<file path="src/rtl/rr_arb_mux_pkg.sv">
// Shared defaults and width helper for the round-robin arbitrating mux.
package rr_arb_mux_pkg;

  localparam int unsigned DEF_NUM_CH = 4;
  localparam int unsigned DEF_DATA_W = 8;

  // Index width that never collapses to zero for tiny channel counts.
  function automatic int unsigned clog2_min1(input int unsigned n);
    return (n <= 2) ? 1 : $clog2(n);
  endfunction

endpackage

</file>
<file path="src/rtl/rr_arbiter.sv">
// Combinational round-robin grant: first request at or after ptr, wrapping.
// With RR_ARB_MUX_PRIO_EN, channel 0 wins outright and the rotation covers 1..NUM_CH-1.
module rr_arbiter #(
  parameter int unsigned NUM_CH = 4,
  parameter int unsigned CH_W   = 2
) (
  input  logic [NUM_CH-1:0] req,
  input  logic [CH_W-1:0]   ptr,
  output logic [NUM_CH-1:0] grant,
  output logic [CH_W-1:0]   idx,
  output logic              any
);

  localparam int unsigned SUM_W = CH_W + 1;

  always_comb begin
    logic [SUM_W-1:0] sum;
    logic [CH_W-1:0]  c;
    grant = '0;
    idx   = '0;
    any   = 1'b0;
    sum   = '0;
    c     = '0;
`ifdef RR_ARB_MUX_PRIO_EN
    if (req[0]) begin
      grant[0] = 1'b1;
      any      = 1'b1;
    end
`endif
    for (int k = 0; k < int'(NUM_CH); k++) begin
      // Candidate channel (ptr + k) mod NUM_CH without a divider.
      sum = {1'b0, ptr} + SUM_W'(k);
      if (sum >= SUM_W'(NUM_CH)) sum = sum - SUM_W'(NUM_CH);
      c = sum[CH_W-1:0];
`ifdef RR_ARB_MUX_PRIO_EN
      if (!any && req[c] && (c != '0)) begin
`else
      if (!any && req[c]) begin
`endif
        grant[c] = 1'b1;
        idx      = c;
        any      = 1'b1;
      end
    end
  end

endmodule

</file>
<file path="src/rtl/rr_arb_mux.sv">
// N-to-1 round-robin arbitrating mux with a single registered output stage.
// Optional RR_ARB_MUX_PRIO_EN: channel 0 gets strict priority and does not move the pointer.
module rr_arb_mux
  import rr_arb_mux_pkg::*;
#(
  parameter  int unsigned NUM_CH = DEF_NUM_CH,
  parameter  int unsigned DATA_W = DEF_DATA_W,
  localparam int unsigned CH_W   = clog2_min1(NUM_CH)
) (
  input  logic                     clk,
  input  logic                     rst_n,
  input  logic [NUM_CH-1:0]        in_valid,
  input  logic [NUM_CH*DATA_W-1:0] in_data,
  output logic [NUM_CH-1:0]        in_ready,
  output logic                     out_valid,
  input  logic                     out_ready,
  output logic [DATA_W-1:0]        out_data,
  output logic [CH_W-1:0]          out_ch
);

  logic [NUM_CH-1:0] grant;
  logic [CH_W-1:0]   ptr;
  logic [CH_W-1:0]   idx;
  logic [CH_W-1:0]   ptr_nxt;
  logic              any;
  logic              load;
  logic [DATA_W-1:0] sel_data;

  rr_arbiter #(
    .NUM_CH (NUM_CH),
    .CH_W   (CH_W)
  ) u_arb (
    .req   (in_valid),
    .ptr   (ptr),
    .grant (grant),
    .idx   (idx),
    .any   (any)
  );

  assign load     = !out_valid || out_ready;
  assign in_ready = (rst_n && load) ? grant : '0;
  assign sel_data = in_data[idx*DATA_W +: DATA_W];
  assign ptr_nxt  = (idx == CH_W'(NUM_CH - 1)) ? '0 : idx + CH_W'(1);

  // Output register refills whenever it is empty or being drained this cycle.
  always_ff @(posedge clk or negedge rst_n) begin
    if (!rst_n) begin
      out_valid <= 1'b0;
      out_data  <= '0;
      out_ch    <= '0;
      ptr       <= '0;
    end else if (load) begin
      out_valid <= any;
      if (any) begin
        out_data <= sel_data;
        out_ch   <= idx;
`ifdef RR_ARB_MUX_PRIO_EN
        if (idx != '0) ptr <= ptr_nxt;
`else
        ptr <= ptr_nxt;
`endif
      end
    end
  end

endmodule

</file>
<file path="config.mk">
export PLATFORM = sky130hd
export DESIGN_NAME = rr_arb_mux
export DESIGN_NICKNAME = d
export VERILOG_FILES = /design/src/rtl/rr_arb_mux_pkg.sv /design/src/rtl/rr_arbiter.sv /design/src/rtl/rr_arb_mux.sv
export SDC_FILE = /design/constraint.sdc
export NUM_CORES = 1
export LEC_CHECK = 0
export CORE_MARGIN = 4
export CORE_UTILIZATION = 35
export CTS_BUF_LIST = sky130_fd_sc_hd__clkbuf_2
export CTS_CLUSTER_SIZE = 20
export DETAILED_ROUTE_END_ITERATION = 7
export HOLD_SLACK_MARGIN = 0.03
export PLACE_DENSITY = 0.7
export SYNTH_ARGS = -nofsm -noshare
export SYNTH_HDL_FRONTEND = slang
export SYNTH_HIERARCHICAL = 1
export SYNTH_SLANG_ARGS = --single-unit
</file>
<file path="constraint.sdc">
create_clock -name clk -period 4.25 [get_ports clk]
set_clock_uncertainty 0.1 [all_clocks]
set_input_delay 1.275 -clock clk [delete_from_list [all_inputs] [get_ports clk]]
set_output_delay 1.275 -clock clk [all_outputs]
set_load 0.02 [all_outputs]
</file>
# Word-level counts from Yosys, hierarchy flattened
# Cells that the tools add are included.
# Widths: inputs -> output; s select.
[totals] ff_bits=13 word_cells=77 out_inout_bits=15
[classes] shifts=1 n_reduce_logical=14 n_addsub=8 bitwise=3 order_cmp=12 muxes=34 eq_ne=1
[op_table] op="$shiftx 32x6->8" count=1
[op_table] op="$mux 4" count=5
[op_table] op="$mux 2" count=9
[op_table] op="$lt 2x3->1 const B" count=4
[op_table] op="$mux 1" count=12
[op_table] op="$or 4x4->4" count=3
[op_table] op="$ge 3x3->1 const B" count=3
[op_table] op="$bmux 1 s2" count=4
[op_table] op="$demux 1 s2" count=4
[op_table] op="$ge 2x1->1 const B" count=4
[op_table] op="$logic_and 1x1->1" count=8
[op_table] op="$sub 2x1->2 const B" count=4
[op_table] op="$add 2x2->3 const B" count=2
[op_table] op="$logic_not 1->1" count=4
[op_table] op="$add 2x1->3 const B" count=1
[op_table] op="$ge 2x3->1 const B" count=1
[op_table] op="$add 2x1->2 const B" count=1
[op_table] op="$eq 2x2->1 const B" count=1
[op_table] op="$reduce_and 2->1" count=1
[op_table] op="$logic_or 1x1->1" count=1

# Logic depth before layout (Yosys ltp)
[logic_depth] word_depth=16 ltp_mapped=11

# Hierarchy
# Netlist, hierarchy kept.
[modules_own_cells] mod="rr_arb_mux" cells_each=45 n_inst=1 area_per_inst_um2=718.2
[modules_own_cells] mod="rr_arbiter" cells_each=45 n_inst=1 area_per_inst_um2=421.7

# Least setup slack after synthesis
# Ideal clock, no wire load.
[synth_path] path_type="in2out" start="input port in_valid[2]" end="output port in_ready[0]" t_required_ps=2875 slack_ps=238 arrival_time_ps=2637 path_buffers=1 stages=6 cell_sequence="mux4_2 -> buf_6 -> nor4b_4 -> a22oi_1 -> o21ai_0 -> and3_1"
[synth_between] elab_chain_cells=13 elab_cells_between_ends=25 classes_between="mux: 16; bitwise: 3; reduce/logical: 6"
[synth_lines] element="start, declared" line_no="rr_arb_mux.sv:12" text="input logic [NUM_CH-1:0] in_valid,"
[synth_lines] element="$bmux 1 s2" line_no="rr_arbiter.sv:38" text="if (!any && req[c]) begin"
[synth_lines] element="$mux 1 (not written as such)" line_no="rr_arbiter.sv:38"
[synth_lines] element="$mux 1" line_no="rr_arbiter.sv:38"
[synth_lines] element="$logic_not 1->1" line_no="rr_arbiter.sv:38"
[synth_lines] element="$logic_and 1x1->1" line_no="rr_arbiter.sv:38"
[synth_lines] element="$mux 1" line_no="rr_arbiter.sv:38"
[synth_lines] element="$logic_not 1->1" line_no="rr_arbiter.sv:38"
[synth_lines] element="$logic_and 1x1->1" line_no="rr_arbiter.sv:38"
[synth_lines] element="$mux 1" line_no="rr_arbiter.sv:38"
[synth_lines] element="$logic_not 1->1" line_no="rr_arbiter.sv:38"
[synth_lines] element="$logic_and 1x1->1" line_no="rr_arbiter.sv:38"
[synth_lines] element="$mux 4 *" line_no="rr_arbiter.sv:38"
[synth_lines] element="named net grant[0]" line_no="rr_arb_mux.sv:21" text="logic [NUM_CH-1:0] grant;"
[synth_lines] element="$mux 4 *" line_no="rr_arb_mux.sv:41" text="assign in_ready = (rst_n && load) ? grant : '0;"
[synth_lines] element="end, declared" line_no="rr_arb_mux.sv:14" text="output logic [NUM_CH-1:0] in_ready,"
# Mark *: on every way through the listed nets, which the timed path passes. The rest lies on a longest branch. The select of a mux whose other input is x is not followed.

# Worst setup path in the final report
[layout_path] start="input port in_valid[1]" end="output port in_ready[1]"
# Same word-level chain as after synthesis.

==> results.json <==
{
  "tns_ps": 0,
  "postLayoutCoreUtil": 0.6004,
  "fin_crit_sh": 0.9895,
  "tightest_slew_ps": 464.2,
  "peakVddDrop_uv": 326.0,
  "yosysTopAreaCell": "dfrtp_1",
  "max-cap-violations": 0,
  "core_area_um2": 3078,
  "die_h_um": 65.07,
  "yosysWarnings": 6,
  "p_clk_frac": 0.040,
  "period_needed_ps": 4205,
  "drtIter0Drc": 44,
  "synthMostInstantiatedCell": "dfrtp_1",
  "grt_pass1_vias": 1142,
  "synth_compound_area_frac": 0.1043,
  "whs_ps": 418.2,
  "boundaryPins": 54,
  "synthAdderAreaFrac": 0.06586,
  "crit_required_ps": 2870,
  "routedWlPerCell_um": 14.85,
  "drive_gt1_frac": 0.3613,
  "synth_xor_area_frac": 0,
  "place_ws_ps": -823.9,
  "synthCells": 90,
  "pwr-share-seq": 0.151,
  "post-dp-hpwl_um": 2405,
  "drc": 0,
  "grt_max_degree": 14,
  "pwr-share-comb": 0.808,
  "grt_pass1_wl_um": 4836,
  "initial_utilization": 0.3703,
  "ys_seq_area_frac": 0.2854,
  "leakagePower_nw": 0.7512,
  "clock.fmax_mhz": 237.8,
  "async_flop_share": 1.000,
  "end_kind": "primary output",
  "grt_usage": 0.1454,
  "vias": 1057,
  "antenna_found_initial": 0,
  "dieWidth_um": 65.07,
  "crit_arrival_ps": 2830,
  "ant_nets": 0,
  "ctsHtreeMaxLevel": 1,
  "grt_overflow_total": 0,
  "ys_types": 26,
  "portBuffers": 53,
  "clock_sinks": 13,
  "ys_ff_latch": 13,
  "synthMuxAreaShare": 0.3897,
  "setup_viol": 0,
  "clockBufferDepth": 2,
  "worstSkewPairLatency_ps": 260,
  "hold_path_class": "flip-flop to flip-flop",
  "cts_root_buf": "clkbuf_2",
  "intPower_mw": 0.8673,
  "hold_viol": 0,
  "cts_buffers": 3,
  "fp.dieArea_um2": 4233,
  "synth_area_leaders": "dfrtp_1, mux4_2, mux2_2",
  "slew_headroom": 0.6905,
  "synth_ff_type": "dfrtp_1",
  "wl_um": 2956,
  "swShare": 0.4090,
  "row_count": 20,
  "synth_edf_count": 0,
  "stdcell_area_um2": 1848,
  "n_antenna_cell": 0,
  "synth_top_family_by_area": "multiplexers",
  "yosys.area_share.simple": 0.1043,
  "yosys-top-cells-count": "dfrtp_1, mux2_2, mux4_2, a22oi_1, ha_1",
  "finalWorstSetupSlack_ps": 44.56,
  "syn-cell-area_um2": 1140,
  "rsz0062_at_grt": "true",
  "slew_violations": 0,
  "path_class": "input port to primary output",
  "avgSynthCellArea_um2": 12.66,
  "dpl_cell_area_um2": 1779,
  "drt-pass1-iter-count": 4,
  "avgViaCountPerCell": 5.312,
  "power.density_nw_per_um2": 794.1,
  "syn_nets": 135,
  "path_max_fanout": 5,
  "yosysTopAreaCellShare": 0.2854,
  "syn_to_final_growth_pct": 62.13,
  "clkTransAtPathRegs_ps": 120,
  "nets": 201,
  "p_sw_mw": 0.6002,
  "outcome": "finished, final reports clean",
  "start_kind": "input port",
  "gp_congestion": 0.8106,
  "tritoncts": "done"
}
==> state kept, by name, summed over array words and instances (netlist names) <==
signal and flops:
out_data 8, out_ch 2, ptr 2, out_valid 1
==> layer usage <==
layer,GRT usage,part of all wire
met4,0.04663,0
met5,0,0
met2,0.2746,0.55
met1,0.1545,0.36
met3,0.03986,0.092
==> placed cells by master (no fill, tap or decap), types with 2 or more instances in the layout <==
cell type and count:
mux4_2 12, clkdlybuf4s50_1 45, a22oi_2 4, a22oi_1 4
and3_1 4, o21ai_1 4, mux2_1 2, dfrtp_1 13
nand2b_1 4, buf_6 7, nor2_1 4, inv_1 3
mux2_2 11, mux2i_1 2, buf_4 13, clkbuf_2 3
ha_1 6
==> critical path, cell delays in order <==
cell and delay (ps):
buf_8 100, mux4_2 520, nor4b_4 320, buf_4 170
a22oi_2 50, o21ai_1 80, and3_1 190, buf_6 120
==> through the flow <==
step,instances,power [mW]
2_1_floorplan,90,1.004
3_3_place_gp,192,1.324
3_5_place_dp,192,1.365
4_1_cts,199,1.469
5_1_grt,199,1.585
6_report,199,1.467
==> area by class of cell <==
cell class / instances / area [um^2]
timing repair buffer: 67 / 661.9
tap: 44 / 55.05
multi-input combinational: 68 / 774.5
inverter: 3 / 11.26
clock inverter: 1 / 5.005
clock buffer: 3 / 15.01
sequential: 13 / 325.3
fill: 265 / 1230
==> cells by family after synthesis <==
group / Yosys count
buffers and inverters: 9
muxes: 27
and+or+nand+nor: 18
adders and majority gates: 6
AOI/OAI and AO/OA: 17
DFF: 13
==> power by group through the flow <==
stage          combinational [mW]  clock [mW]  sequential (mW)
2_1_floorplan               0.709           0            0.295
6_report                     1.19      0.0594            0.222
3_5_place_dp                 1.14           0            0.223
3_3_place_gp                 1.10           0            0.223
4_1_cts                      1.18      0.0632            0.223
5_1_grt                      1.29      0.0685            0.231
==> path summary, 6_finish.rpt <==
kind	end	slack [ps]	start	cells past startpoint
max in group asynchronous	out_data[5]$_DFFE_PN0P_	2610	rst_n	2
setup reg to reg	out_data[0]$_DFFE_PN0P_	1140	ptr[1]$_DFFE_PN0P_	9
hold reg to reg	out_ch[1]$_DFFE_PN0P_	420	out_ch[1]$_DFFE_PN0P_	1
hold / removal	out_ch[1]$_DFFE_PN0P_	420	out_ch[1]$_DFFE_PN0P_	1
setup / recovery	in_ready[1]	40	in_valid[1]	8
min in group asynchronous	out_valid$_DFFE_PN0P_	1290	rst_n	2
==> timing repair <==
item | CTS | global route
hold buffers | 0 | 0
pin swaps | 2 | 2
resized for setup | 46 | 13
setup endpoints to repair | 4 | 4
buffers inserted | 3 | 0
cloned | 0 | 0
(Power assumes the default switching activity.)
